--- config.mk ---
export PLATFORM = sky130hd
export DESIGN_NAME = writeback_stage
export DESIGN_NICKNAME = d
export VERILOG_FILES = /design/src/rtl/writeback_stage.sv
export SDC_FILE = /design/constraint.sdc
export NUM_CORES = 1
export LEC_CHECK = 0
export ABC_AREA = 1
export CORE_MARGIN = 2
export CORE_UTILIZATION = 52
export DETAILED_ROUTE_END_ITERATION = 8
export PLACE_DENSITY = 0.88
export SLEW_MARGIN = 30
export SYNTH_ARGS = -nofsm -noshare
export SYNTH_HDL_FRONTEND = slang
export SYNTH_SLANG_ARGS = --single-unit
--- constraint.sdc ---
create_clock -name clk -period 8.8 [get_ports clk]
set_clock_uncertainty 0.1 [all_clocks]
set_input_delay 1.32 -clock clk [delete_from_list [all_inputs] [get_ports clk]]
set_output_delay 1.32 -clock clk [all_outputs]
set_load 0.005 [all_outputs]
--- src/rtl/writeback_stage.sv ---
// Final pipeline stage: captures the memory-stage result, formats load data,
// and issues a single-cycle register-file write with a done/valid handshake.
module writeback_stage #(
    parameter int XLEN = 64
) (
    input  logic            clk,
    input  logic            reset,
    input  logic            memory_done,
    input  logic [XLEN-1:0] loaded_data_out,
    input  logic [XLEN-1:0] alu_data,
    input  logic [XLEN-1:0] pc_plus_4,
    input  logic [4:0]      rd,
    input  logic            reg_write,
    input  logic            mem_to_reg,
    input  logic            is_jump,
    input  logic            load_unsigned,
    input  logic [1:0]      load_size,
    output logic            mem_wb_pipeline_valid,
    output logic            rf_write_enable,
    output logic [4:0]      rf_write_addr,
    output logic [XLEN-1:0] rf_write_data,
    output logic            wb_done,
    output logic            misaligned_fault,
    output logic [XLEN-1:0] retired_count
);

    localparam logic [1:0] ST_IDLE    = 2'd0;
    localparam logic [1:0] ST_WRITE   = 2'd1;
    localparam logic [1:0] ST_RELEASE = 2'd2;
    localparam logic [XLEN-1:0] CNT_ONE = {{(XLEN-1){1'b0}}, 1'b1};

    // Extract the addressed field and extend it; double ignores load_unsigned.
    function automatic logic [XLEN-1:0] format_load(
        input logic [XLEN-1:0] raw,
        input logic [2:0]      off,
        input logic [1:0]      size,
        input logic            uns
    );
        logic [XLEN-1:0] sh;
        sh = raw >> {off, 3'b000};
        case (size)
            2'd0:    format_load = uns ? {{(XLEN-8){1'b0}}, sh[7:0]}
                                       : {{(XLEN-8){sh[7]}}, sh[7:0]};
            2'd1:    format_load = uns ? {{(XLEN-16){1'b0}}, sh[15:0]}
                                       : {{(XLEN-16){sh[15]}}, sh[15:0]};
            2'd2:    format_load = uns ? {{(XLEN-32){1'b0}}, sh[31:0]}
                                       : {{(XLEN-32){sh[31]}}, sh[31:0]};
            default: format_load = raw;
        endcase
    endfunction

    function automatic logic is_misaligned(input logic [2:0] off, input logic [1:0] size);
        case (size)
            2'd0:    is_misaligned = 1'b0;
            2'd1:    is_misaligned = off[0];
            2'd2:    is_misaligned = (off[1:0] != 2'd0);
            default: is_misaligned = (off != 3'd0);
        endcase
    endfunction

    logic [1:0]      state_q, state_d;
    logic            valid_q, valid_d;
    logic            we_q, we_d;
    logic [4:0]      addr_q, addr_d;
    logic [XLEN-1:0] data_q, data_d;
    logic            done_q, done_d;
    logic            fault_q, fault_d;
    logic [XLEN-1:0] count_q, count_d;
    logic            fault_s;

    assign fault_s = mem_to_reg && is_misaligned(alu_data[2:0], load_size);

    // Next-state and next-output computation for the writeback FSM.
    always_comb begin
        state_d = state_q;
        valid_d = valid_q;
        we_d    = 1'b0;
        addr_d  = addr_q;
        data_d  = data_q;
        done_d  = 1'b0;
        fault_d = 1'b0;
        count_d = count_q;
        case (state_q)
            ST_IDLE: begin
                valid_d = 1'b0;
                if (memory_done) begin
                    state_d = ST_WRITE;
                    valid_d = 1'b1;
                    done_d  = 1'b1;
                    fault_d = fault_s;
                    we_d    = reg_write && (rd != 5'd0) && !fault_s;
                    addr_d  = rd;
                    count_d = count_q + CNT_ONE;
                    if (is_jump) begin
                        data_d = pc_plus_4;
                    end else if (mem_to_reg) begin
                        data_d = format_load(loaded_data_out, alu_data[2:0],
                                             load_size, load_unsigned);
                    end else begin
                        data_d = alu_data;
                    end
                end else begin
                    state_d = ST_IDLE;
                end
            end
            ST_WRITE: begin
                valid_d = 1'b1;
                state_d = ST_RELEASE;
            end
            ST_RELEASE: begin
                // A held memory_done here is the old result, never a new one.
                if (!memory_done) begin
                    valid_d = 1'b0;
                    state_d = ST_IDLE;
                end else begin
                    valid_d = 1'b1;
                end
            end
            default: begin
                valid_d = 1'b0;
                state_d = ST_IDLE;
            end
        endcase
    end

    // State and output registers; reset discards any in-flight capture.
    always_ff @(posedge clk or posedge reset) begin
        if (reset) begin
            state_q <= ST_IDLE;
            valid_q <= 1'b0;
            we_q    <= 1'b0;
            addr_q  <= 5'd0;
            data_q  <= {XLEN{1'b0}};
            done_q  <= 1'b0;
            fault_q <= 1'b0;
            count_q <= {XLEN{1'b0}};
        end else begin
            state_q <= state_d;
            valid_q <= valid_d;
            we_q    <= we_d;
            addr_q  <= addr_d;
            data_q  <= data_d;
            done_q  <= done_d;
            fault_q <= fault_d;
            count_q <= count_d;
        end
    end

    assign mem_wb_pipeline_valid = valid_q;
    assign rf_write_enable       = we_q;
    assign rf_write_addr         = addr_q;
    assign rf_write_data         = data_q;
    assign wb_done               = done_q;
    assign misaligned_fault      = fault_q;
    assign retired_count         = count_q;

endmodule
Word-level counts from Yosys, hierarchy flattened. Cells that the tools add are included.

Add/subtract/negate cells: 1. Eq/ne operators: 5. Shift operators: 1. Muxes and demuxes: 17. Reduce and logical (&&, ||, !) cells: 11.

Operators with widths (number): $mux W64 (5); $pmux W64 S3 (1); $add A64 B1 Y64 const B (1); $shr A64 B6 Y32 (1); $mux W1 (7); $pmux W2 S3 (1); $reduce_bool A5 Y1 (1); $eq A2 B1 Y1 const B (2); $eq A2 B2 Y1 const B (2); $logic_not A2 Y1 (2); $logic_and A1 B1 Y1 (3); $pmux W1 S3 (1); $reduce_bool A3 Y1 (1); $mux W2 (1); $ne A2 B2 Y1 const B (1); $pmux W1 S2 (1); $reduce_and A2 Y1 (1); $reduce_bool A2 Y1 (1); $reduce_or A2 Y1 (1); $logic_not A1 Y1 (1).

Flip-flop bits (word level): 139. Input bits: 206. Output and inout port bits: 137. Logic and storage cells: 43.

Logic depth before layout (Yosys ltp). Gate-level depths: netlist of the first run.

Depth after elaboration: 7. Depth in mapped cells: 15.

Worst setup path after synthesis of the first run. No wires, ideal clock.

Path kind: input -> register. Start: input port alu_data[0]. End: register data_q[5] (netlist: rf_write_data[5]). Arrival time: 2490 ps. Slack: 6087 ps. Cell stages on the path: 11. Path buffers: 3. Cells stage by stage: buf_4 -> buf_6 -> buf_2 -> nor2_1 -> nand2_1 -> nand2_1 -> a21oi_1 -> nand2_1 -> a21oi_1 -> o21ai_0 -> nand2_1.

Longest elaborated chain between the ends: 5. Elaborated cells between the ends (all ways): 7.

RTL lines: start, declared (line 10) `input logic [XLEN-1:0] alu_data,`; $shr A64 B6 Y32 * (line 40) `sh = raw >> {off, 3'b000};`; $mux W64 (on tied branches) (line 46, 42, 44); $pmux W64 S3 * (line 41) `case (size)`; $mux W64 * (line 96) `end else if (mem_to_reg) begin`; $mux W64 * (line 94) `if (is_jump) begin`; end signal, assigned (line 133) `data_q <= {XLEN{1'b0}};`; end signal, assigned (line 142) `data_q <= data_d;`; end, declared (line 65) `logic [XLEN-1:0] data_q, data_d;`.

Every way passes the cells marked *; elsewhere a longest branch is shown, timed or not. A chain may end at the register's enable or synchronous reset.

Worst setup path after layout of the first run.
Start: input port alu_data[1]. End: register data_q[31] (netlist: rf_write_data[31]).

The elaborated chain is that of the path after synthesis.

==> results of run 1 <==
-- final cells by class --
cell class,count,area share [%]
clock inverters,13,1.44
well taps,270,2.26
diodes,1,0.0168
repair buffers,355,23.7
flip-flops and latches,139,23.3
inverters,125,3.20
multi-input cells,1428,43.2
clock buffers,18,2.87
-- final timing paths --
path | startpoint | end | cells after the start
setup / recovery | alu_data[1] | rf_write_data[31] | 15
hold / removal | rf_write_data[22] | rf_write_data[22] | 2
setup reg to reg | state_q[1] | retired_count[41] | 10
hold reg to reg | rf_write_data[22] | rf_write_data[22] | 2
max in group asynchronous | reset | rf_write_data[52] | 3
min in group asynchronous | reset | rf_write_data[8] | 2
-- flip-flops by register name, summed over array words and instances (netlist names) --
name,cells
rf_write_enable,1
wb_done,1
mem_wb_pipeline_valid,1
rf_write_data,64
state_q,2
retired_count,64
misaligned_fault,1
rf_write_addr,5
-- synthesized netlist by cell type --
cell	count	area [um^2]
sky130_fd_sc_hd__nor3_2	4	40.0
sky130_fd_sc_hd__nand3b_1	4	30.0
sky130_fd_sc_hd__nand3_4	1	17.5
sky130_fd_sc_hd__nor2_2	3	18.8
sky130_fd_sc_hd__nor2_4	5	56.3
sky130_fd_sc_hd__a21boi_0	5	37.5
sky130_fd_sc_hd__dfrtp_1	139	3480
sky130_fd_sc_hd__xor2_1	30	263
sky130_fd_sc_hd__a31oi_1	12	75.1
sky130_fd_sc_hd__clkbuf_1	59	221
sky130_fd_sc_hd__xnor2_1	23	201
sky130_fd_sc_hd__o31ai_1	1	7.51
sky130_fd_sc_hd__nand3_1	91	455
sky130_fd_sc_hd__o22ai_1	1	6.26
sky130_fd_sc_hd__nor2_1	246	923
sky130_fd_sc_hd__ha_1	1	12.5
sky130_fd_sc_hd__nand2_2	8	50.1
sky130_fd_sc_hd__nand4_1	58	363
sky130_fd_sc_hd__inv_2	4	15.0
sky130_fd_sc_hd__nor3_4	1	16.3
sky130_fd_sc_hd__o21ai_1	13	65.1
sky130_fd_sc_hd__nor3b_1	1	7.51
sky130_fd_sc_hd__nor4_1	3	18.8
sky130_fd_sc_hd__inv_4	1	6.26
sky130_fd_sc_hd__nand3_2	2	20.0
sky130_fd_sc_hd__o21ai_0	103	515
sky130_fd_sc_hd__inv_1	120	450
sky130_fd_sc_hd__buf_2	21	105
sky130_fd_sc_hd__a21oi_1	57	285
sky130_fd_sc_hd__and2_1	4	25.0
sky130_fd_sc_hd__buf_6	2	22.5
sky130_fd_sc_hd__nor3_1	19	95.1
sky130_fd_sc_hd__buf_4	2	15.0
sky130_fd_sc_hd__or2_2	32	200
sky130_fd_sc_hd__buf_1	8	30.0
sky130_fd_sc_hd__nand2_1	700	2630
-- through the flow --
step                setup slack [ns]  power, W  utilization [%]  hold WS, ns  cell area [um^2]
floorplan                       3.66   0.00151                -        0.355             10800
global placement                4.30   0.00219             70.2        0.362             14200
detailed placement              4.21   0.00223             70.2        0.364             14200
CTS                             4.63   0.00306             73.3        0.384             14900
global route                    4.33   0.00323             73.6        0.405             14900
finish                          4.52   0.00308             73.6        0.386             14900
-- report_power, final --
| group | switching (W) | internal (W) | leakage, nW |
|---|---|---|---|
| sequential | 0.000176 | 0.000844 | 1.77 |
| clock | 0.000311 | 0.000505 | 0.311 |
| combinational | 0.000632 | 0.000609 | 4.94 |
| total | 0.00112 | 0.00196 | 7.03 |
-- cell families (layout without fill, tap and decap cells) --
kind of cell,Yosys count,after routing,synth area share (%)
and+or+nand+nor,1182,1182,46.1
AOI/OAI and AO/OA,192,192,9.21
other,0,1,0
adders and majority gates,1,1,0.116
buffers and inverters,217,511,8.03
DFF,139,139,32.3
xor gates and xnor gates,53,53,4.31
-- critical path, stage by stage --
cell and delay (ns):
sky130_fd_sc_hd__clkdlybuf4s50_1 0.46, sky130_fd_sc_hd__buf_4 0.35, sky130_fd_sc_hd__inv_1 0.12, sky130_fd_sc_hd__nand2_2 0.30, sky130_fd_sc_hd__inv_2 0.24, sky130_fd_sc_hd__nand2_1 0.12, sky130_fd_sc_hd__nand2_1 0.05, sky130_fd_sc_hd__inv_1 0.05
sky130_fd_sc_hd__nand2_1 0.07, sky130_fd_sc_hd__nand2_2 0.50, sky130_fd_sc_hd__nand2_2 0.45, sky130_fd_sc_hd__o21ai_1 0.24, sky130_fd_sc_hd__nand2_1 0.07, sky130_fd_sc_hd__nand2_1 0.06, sky130_fd_sc_hd__nand2_1 0.05
-- metal layers --
layer | vias to the layer above | wire length [um]
met1 | 6168 | 16500
met2 | 857 | 20600
li1 | 6207 | -
met5 | - | 13
met3 | 204 | 4270
met4 | 2 | 3140
==> tab_implementation.tex, run 1 <==
\begin{tabular}{lr}
\hline
Metric & Value \\
\hline
\multicolumn{2}{l}{\textbf{Outcome}} \\
\quad Outcome & finished, final reports clean \\
\multicolumn{2}{l}{\textbf{Clock tree}} \\
\quad Total clock buffers created by CTS & 17 \\
\quad Post-CTS Setup Inserts & 0 \\
\quad H-tree levels & 4 \\
\quad Hold-fix buffers at CTS & 0 \\
\quad Clock Latency Late Sink & 0.43 ns \\
\quad Clock slew at reported path FFs & 0.07 ns \\
\quad Number of clock sinks & 139 \\
\quad Post-CTS Resized & 0 \\
\quad CTS tree & built \\
\quad Cell at the root of the clock tree & sky130\_fd\_sc\_hd\_\_clkbuf\_16 \\
\quad Worst-case clock buffer depth & 2 \\
\multicolumn{2}{l}{\textbf{Placed design}} \\
\quad Final estimated routing congestion in global placement & 0.996 \\
\quad Port bufs & 342 \\
\quad HPWL Detailed & 33,400 um \\
\quad Placed cell count & 2,316 \\
\multicolumn{2}{l}{\textbf{Die}} \\
\quad Die area & 0.0219 mm\^{}2 \\
\quad Starting density of the core & 53.1\% \\
\quad Count of standard-cell rows & 52 \\
\quad Standard cell core area & 0.0203 mm\^{}2 \\
\quad I/O pin count & 343 \\
\quad Vertical die dimension & 148 um \\
\quad Chip Width & 148 um \\
\multicolumn{2}{l}{\textbf{GRT}} \\
\quad Global routing met1 resource utilization & 48.3\% \\
\quad M2 GR Usage & 66.6\% \\
\quad Wire length of the first global-routing pass & 69,100 um \\
\quad Via count of the first global-routing pass & 13,000 \\
\quad Maximum number of pins on one net before global-route repair & 108 \\
\quad Tot GR Track Use & 40.5\% \\
\quad Most crowded layer after global routing & met2 \\
\quad Initial antenna violation count & 2 \\
\quad GRT met3 Usage & 8.77\% \\
\quad GRT overflow & 0 \\
\multicolumn{2}{l}{\textbf{Timing}} \\
\quad Final count of hold timing violations & 0 \\
\quad Minimum period implied by the final worst setup slack & 4.28 ns \\
\quad FMAX & 234 MHz \\
\quad RSZ-0062 raised after global routing & no \\
\quad Final setup violation count & 0 \\
\quad Portion of the clock cycle consumed by the worst path in the final layout & 48.6\% \\
\quad Worst slew margin & 47.4\% \\
\quad Total Negative Setup Slacks & 0 ns \\
\quad Max-slew violation total from the final report & 0 \\
\quad Transition at the pin with the smallest max-transition slack & 0.788 ns \\
\multicolumn{2}{l}{\textbf{Yosys}} \\
\quad Net count after synthesis & 1,991 \\
\quad Flops \& latches, synth & 139 \\
\quad Total of warnings raised by yosys & 0 \\
\quad Post-Synthesis Cell Area & 0.0108 mm\^{}2 \\
\quad Cells after synthesis & 1,784 \\
\quad Count of different cell masters after synthesis & 36 \\
\quad Sequential-to-total area share from yosys stat & 32.3\% \\
\quad Syn Area/Cell & 6.04 um\^{}2 \\
\multicolumn{2}{l}{\textbf{Finish}} \\
\quad NumNets Final & 2,273 \\
\quad Area used by multi-input combinational logic & 0.00645 mm\^{}2 \\
\quad Cell Count, Final, Fillers Out & 2,349 \\
\quad Most frequent cells in the layout & 700 x sky130\_fd\_sc\_hd\_\_nand2\_1, 340 x sky130\_fd\_sc\_hd\_\_clkdlybuf4s50\_1, 246 x sky130\_fd\_sc\_hd\_\_nor2\_1, 139 x sky130\_fd\_sc\_hd\_\_dfrtp\_1, 119 x sky130\_fd\_sc\_hd\_\_inv\_1 \\
\quad Most frequent standard cell in the layout excluding fill and tap cells & sky130\_fd\_sc\_hd\_\_nand2\_1 \\
\quad Layout area overhead & 38.5\% \\
\quad Share of layout cells above drive strength 1 & 5.25\% \\
\quad Fill cell instance count of the final layout & 1,675 \\
\quad Total area of sequential cells & 0.00348 mm\^{}2 \\
\multicolumn{2}{l}{\textbf{Power and ir drop}} \\
\quad Power per unit of standard cell area & 206 mW/mm\^{}2 \\
\quad Static power due to leakage & 7.03 nW \\
\quad VDD IR max & 136 uV \\
\multicolumn{2}{l}{\textbf{Route}} \\
\quad Count of antenna-violating nets left after detailed routing & 0 \\
\quad Vias & 13,400 \\
\quad Number of design-rule violations left by the first detailed-router iteration & 1,188 \\
\quad DRC violation count after routing & 0 \\
\quad Average routed wire per standard cell & 18.9 um \\
\quad Number of iterations in the first detailed-routing pass & 6 \\
\quad Via count normalized by instance count & 5.72 \\
\quad Routed wire length & 44,500 um \\
\multicolumn{2}{l}{\textbf{Hold path}} \\
\quad Hold crit path type & flip-flop to flip-flop \\
\multicolumn{2}{l}{\textbf{Critical path}} \\
\quad Slack of the worst reg-to-reg path & 5.72 ns \\
\quad Arr. time, crit path & 4.49 ns \\
\quad Crit-path max FO & 37 \\
\quad Required time reported for the critical path endpoint & 9.02 ns \\
\quad WS Path Type & input pin to flip-flop \\
\quad Nature of the critical path endpoint & flip-flop \\
\quad Critical path launch point type & input pin \\
\multicolumn{2}{l}{\textbf{Flow run}} \\
\quad MaxCap Viol Count & 0 \\
\hline
\end{tabular}
Note: power is estimated with default switching activity, not from simulation.
==> inputs of run 2 (changes only) <==
- CORE_UTILIZATION: 52 -> 48
- PLACE_DENSITY: 0.88 -> 0.82
- clock period: 8.8 -> 4.3 ns (I/O delays scaled with it)
==> run 2 against run 1 <==
Against the previous run:
- design area decreased by 0.15%
- sequential power increased by 100%
- worst hold slack got worse by 0.0062 ns
==> tab_implementation.tex, run 2 (synthesized netlist as in run 1, its figures left out) <==
\begin{tabular}{lr}
\hline
Metric & Value \\
\hline
\multicolumn{2}{l}{\textbf{Timing}} \\
\quad Max-slew violation total from the final report & 0 \\
\quad RSZ-0062 raised after global routing & no \\
\quad Worst slew margin & 36.0\% \\
\quad Hold slack final & 0.379 ns \\
\quad Transition at the pin with the smallest max-transition slack & 0.959 ns \\
\quad FMAX & 299 MHz \\
\quad Total Negative Setup Slacks & 0 ns \\
\quad Final setup violation count & 0 \\
\quad Final Worst Setup Slack & 0.954 ns \\
\quad Portion of the clock cycle consumed by the worst path in the final layout & 77.8\% \\
\quad Final count of hold timing violations & 0 \\
\quad Minimum period implied by the final worst setup slack & 3.35 ns \\
\multicolumn{2}{l}{\textbf{Placed design}} \\
\quad Cell area reported after detailed placement & 0.0143 mm\^{}2 \\
\quad HPWL Detailed & 33,300 um \\
\quad Final estimated routing congestion in global placement & 1.01 \\
\quad Placement Setup Slack & 0.644 ns \\
\quad Port bufs & 342 \\
\multicolumn{2}{l}{\textbf{Hold path}} \\
\quad Hold Path Origin & rf\_write\_data[47] \\
\quad Hold crit path type & flip-flop to flip-flop \\
\quad Capture endpoint of the worst hold path & rf\_write\_data[47] \\
\quad Min-Delay Path Depth & 2 \\
\multicolumn{2}{l}{\textbf{Critical path}} \\
\quad Nature of the critical path endpoint & flip-flop \\
\quad Required time reported for the critical path endpoint & 4.52 ns \\
\quad Slack of the worst reg-to-reg path & 2.00 ns \\
\quad Worst reg2reg startpoint & retired\_count[0] \\
\quad Crit-path max FO & 33 \\
\quad Critical register-to-register path endpoint & retired\_count[41] \\
\quad WS Path Type & input pin to flip-flop \\
\quad Critical path launch point type & input pin \\
\quad Path depth of the worst reg2reg path & 11 \\
\quad Arr. time, crit path & 3.56 ns \\
\multicolumn{2}{l}{\textbf{Clock tree}} \\
\quad Clock slew at reported path FFs & 0.07 ns \\
\quad Post-CTS Setup Inserts & 0 \\
\quad CTS tree & built \\
\quad Post-CTS Resized & 0 \\
\quad Clock Latency Late Sink & 0.44 ns \\
\quad Total clock buffers created by CTS & 17 \\
\quad Hold-fix buffers at CTS & 0 \\
\quad H-tree levels & 4 \\
\quad Cell at the root of the clock tree & sky130\_fd\_sc\_hd\_\_clkbuf\_16 \\
\quad Number of clock sinks & 139 \\
\quad Worst-case clock buffer depth & 2 \\
\multicolumn{2}{l}{\textbf{Power and ir drop}} \\
\quad Power per unit of standard cell area & 407 mW/mm\^{}2 \\
\quad VDD IR max & 273 uV \\
\quad Static power due to leakage & 7.00 nW \\
\multicolumn{2}{l}{\textbf{Die}} \\
\quad Standard cell core area & 0.0220 mm\^{}2 \\
\quad Die area & 0.0237 mm\^{}2 \\
\quad Vertical die dimension & 154 um \\
\quad I/O pin count & 343 \\
\quad Count of standard-cell rows & 54 \\
\quad Chip Width & 154 um \\
\quad Starting density of the core & 49.1\% \\
\multicolumn{2}{l}{\textbf{Route}} \\
\quad Average routed wire per standard cell & 18.6 um \\
\quad DRC violation count after routing & 0 \\
\quad Number of iterations in the first detailed-routing pass & 6 \\
\quad Routed wire length & 44,000 um \\
\quad Number of design-rule violations left by the first detailed-router iteration & 1,217 \\
\quad Vias & 13,000 \\
\quad Count of antenna-violating nets left after detailed routing & 0 \\
\quad Via count normalized by instance count & 5.49 \\
\multicolumn{2}{l}{\textbf{Flow run}} \\
\quad MaxCap Viol Count & 0 \\
\multicolumn{2}{l}{\textbf{GRT}} \\
\quad Most crowded layer after global routing & met2 \\
\quad Wire length of the first global-routing pass & 67,900 um \\
\quad GRT overflow & 0 \\
\quad Tot GR Track Use & 36.9\% \\
\quad M2 GR Usage & 60.7\% \\
\quad GRT met3 Usage & 8.20\% \\
\quad Via count of the first global-routing pass & 12,500 \\
\quad Maximum number of pins on one net before global-route repair & 167 \\
\quad Global routing met1 resource utilization & 44.7\% \\
\quad Initial antenna violation count & 4 \\
\multicolumn{2}{l}{\textbf{Finish}} \\
\quad Final core utilization & 67.9\% \\
\quad Most frequent cells in the layout & 700 x sky130\_fd\_sc\_hd\_\_nand2\_1, 340 x sky130\_fd\_sc\_hd\_\_clkdlybuf4s50\_1, 246 x sky130\_fd\_sc\_hd\_\_nor2\_1, 139 x sky130\_fd\_sc\_hd\_\_dfrtp\_1, 119 x sky130\_fd\_sc\_hd\_\_inv\_1 \\
\quad Fill cell instance count of the final layout & 1,962 \\
\quad Layout area overhead & 38.3\% \\
\quad Share of layout cells above drive strength 1 & 5.42\% \\
\quad Most frequent standard cell in the layout excluding fill and tap cells & sky130\_fd\_sc\_hd\_\_nand2\_1 \\
\quad Non-Filler Cell Area, Final & 0.0149 mm\^{}2 \\
\quad NumNets Final & 2,277 \\
\multicolumn{2}{l}{\textbf{Outcome}} \\
\quad Outcome & finished, final reports clean \\
\hline
\end{tabular}
[run 2: critical path, cell delays in order]
cell                              delay (ns)
sky130_fd_sc_hd__clkdlybuf4s50_1        0.59
sky130_fd_sc_hd__inv_1                  0.10
sky130_fd_sc_hd__nand2_2                0.29
sky130_fd_sc_hd__inv_2                  0.25
sky130_fd_sc_hd__a21oi_1                0.22
sky130_fd_sc_hd__nand2_1                0.12
sky130_fd_sc_hd__nand2_2                0.47
sky130_fd_sc_hd__nand2_2                0.41
sky130_fd_sc_hd__nor2_1                 0.20
sky130_fd_sc_hd__o21ai_0                0.11
sky130_fd_sc_hd__nand2_1                0.08
sky130_fd_sc_hd__nand2_1                0.05
[run 2: cell type report]
| class | count | area, um^2 | share of cell area, % |
|---|---|---|---|
| clock inverters | 14 | 136 | 0.915 |
| multi-input cells | 1428 | 6450 | 43.2 |
| inverters | 125 | 477 | 3.20 |
| diodes | 5 | 12.5 | 0.0839 |
| flip-flops and latches | 139 | 3480 | 23.3 |
| repair buffers | 359 | 3580 | 24.0 |
| well taps | 280 | 350 | 2.35 |
| clock buffers | 18 | 429 | 2.88 |
[run 2: layer usage]
| layer | vias to the layer above | routed length [um] |
|---|---|---|
| met4 | 0 | 2710 |
| met5 | - | 0 |
| met3 | 156 | 3920 |
| met2 | 689 | 20500 |
| li1 | 6222 | - |
| met1 | 5940 | 16900 |
[run 2: worst max-delay path by stage]
| stage | from | to | depth (start not counted) |
|---|---|---|---|
| final | alu_data[1] | rf_write_data[28] | 12 |
| after global routing | alu_data[1] | rf_write_data[30] | 12 |
| after CTS | alu_data[1] | rf_write_data[28] | 12 |
| after detailed placement | alu_data[1] | rf_write_data[28] | 12 |
| after global placement | alu_data[1] | rf_write_data[31] | 12 |
| after floorplan | reset | mem_wb_pipeline_valid | 1 |
[run 2: report_power, final]
group / switching [W] / internal [W]
clock: 0.000668 / 0.000809
combinational: 0.00126 / 0.00125
sequential: 0.000342 / 0.00173
[run 2: stage by stage]
step	power, W	cells
after global routing	0.00641	2366
after floorplan	0.00310	1784
after detailed placement	0.00458	2331
final	0.00606	2368
after CTS	0.00606	2363
after global placement	0.00453	2331
==> RTL edit, RTL diff (settings of run 1) <==
`XLEN`: 64 -> 56.
--- a/src/rtl/writeback_stage.sv
+++ b/src/rtl/writeback_stage.sv
@@ -1,7 +1,7 @@
 // Final pipeline stage: captures the memory-stage result, formats load data,
 // and issues a single-cycle register-file write with a done/valid handshake.
 module writeback_stage #(
-    parameter int XLEN = 64
+    parameter int XLEN = 56
 ) (
     input  logic            clk,
     input  logic            reset,
Interface: changed (5 resized); port bits go from 343 to 303. No check against the original RTL was run, so the function may have changed too.
==> RTL edit against run 1 <==
  * Routed wire length decreased by 17%
  * Final cell count decreased by 18%
  * Synthesized area decreased by 16%
  * Setup slack improved by 0.21 ns
  * Non-clock buffer count decreased by 45
  * Total power decreased by 18%
  * Global-route usage decreased by 1.2 points
  * Sequential cell count decreased by 16
  * Register-to-register slack improved by 0.66 ns
  * Cell area decreased by 15%
==> RTL edit: results (changes against run 1) <==
Ys Warns 0 (unchanged); CTS H-Tree Depth 4 (unchanged); Pleak 6.165 nW (-12%); ANT cells 0 (-1); layout cells sized above 1 0.07206 (+0.01961); vias in the first global route 10170 (-22%); status finished clean; I/O Buffers 302 (-12%); critical path arrival 4.29 ns (-0.20 ns); Worst VDD drop 189.4 uV (+39%); drt initial violations 1220 (+2.7%); Area contributors post-synth dfrtp_1 (34%), nand2_1 (21%), nor2_1 (7.4%), o21ai_0 (5.6%), inv_1 (5.0%); R2R Setup Slk 6.38 ns (+0.66 ns); maximum clock insertion buffer count 2 (unchanged); unique cell type count in the Yosys netlist 38 (+5.6%); drt pass-1 iters 9 (+3); Synth Net Count 1608 (-19%); Fin Hold WS 0.3818 ns (-0.003721 ns); first-pass GRT wire length 55570 microns (-20%); Post-DP Area 0.01208 sq mm (-15%); sequential-to-total area share from yosys stat 0.3387 (+0.01597); top cells by count, synth nand2_1 (500), nor2_1 (180), dfrtp_1 (123); Root Buffer clkbuf_16; largest net degree at the start of global routing 97 (-10%); Hold Path Class register to register; Worst-path clk slew 0.07 ns (about the same); gr usage total 0.3930 (-0.01220); Post-DP HPWL 26640 microns (-20%); RePlAce Congestion 1.034 (+3.7%); Wirelength per Cell 19.16 microns (+1.3%); Final #Nets 1863 (-18%); vias per inst 5.641 (-1.4%); crit-path max FO 42 (+14%); initial antenna violation count 0 (-2); Sw Share 0.3661 (+0.002456); Worst Tran Pin Value 0.9710 ns (+0.1833 ns)
-- RTL edit: worst paths after layout --
check	depth (start not counted)	end	start
min in group asynchronous	2	rf_write_data[26]$_DFFE_PP0P_	reset
min reg2reg	2	rf_write_data[1]$_DFFE_PP0P_	rf_write_data[1]$_DFFE_PP0P_
max	13	rf_write_data[20]$_DFFE_PP0P_	alu_data[1]
max reg2reg	7	retired_count[27]$_DFFE_PP0P_	state_q[1]$_DFFE_PP0P_
max in group asynchronous	3	rf_write_data[5]$_DFFE_PP0P_	reset
min	2	rf_write_data[1]$_DFFE_PP0P_	rf_write_data[1]$_DFFE_PP0P_
-- RTL edit: cell type report --
cell class                 instances  area (sq um)
clock inverter                    15         151.4
inverter                         127         480.5
fill                            1399          4516
sequential                       123          3078
clock buffer                      17         425.4
multi-input combinational       1101          5167
timing repair buffer             310          3077
tap                              225         281.5
-- RTL edit: kinds of logic after synthesis --
logic type               Yosys count  synth area share
adder cells (fa/ha/maj)            1          0.001377
flip-flops                       123            0.3387
XOR/XNOR                          47           0.04530
AND/OR/NAND/NOR                  862            0.4070
buffers and inverters            201           0.09431
AO/OA/AOI/OAI                    191            0.1133
-- RTL edit: worst max-delay path, stage by stage --
cell             delay [ns]
clkdlybuf4s50_1        0.45
buf_4                  0.38
inv_1                  0.55
nand2_1                0.20
nand2_1                0.06
nand2_1                0.06
nand2_1                0.09
nand2_2                0.40
nand2_4                0.26
o21ai_0                0.28
nand2_1                0.08
nand2_1                0.07
nand2_1                0.05
-- RTL edit: layer usage --
metal,up-vias,global-route usage,share of wire
met4,0,0.1840,0.050
met3,131,0.07830,0.097
met2,703,0.6661,0.47
li1,5018,-,-
met5,-,0,0
met1,4968,0.4798,0.38
-- RTL edit: metrics by stage --
stage / power (W) / worst slack, ns / cells
after floorplan: 0.001252 / 4.109 / 1425
after global placement: 0.001798 / 4.487 / 1886
after detailed placement: 0.001815 / 4.434 / 1886
after CTS: 0.002520 / 4.879 / 1918
after global routing: 0.002658 / 4.612 / 1918
final: 0.002533 / 4.734 / 1918
-- RTL edit: power by group through the flow --
| stage | sequential (W) | combinational, W | clock, W |
|---|---|---|---|
| 2_1_floorplan | 0.000851 | 0.000401 | 0 |
| 5_1_grt | 0.000873 | 0.00107 | 0.000717 |
| 3_3_place_gp | 0.000857 | 0.000941 | 0 |
| 3_5_place_dp | 0.000856 | 0.000959 | 0 |
| 4_1_cts | 0.000854 | 0.000975 | 0.000691 |
| 6_report | 0.000858 | 0.000984 | 0.000690 |
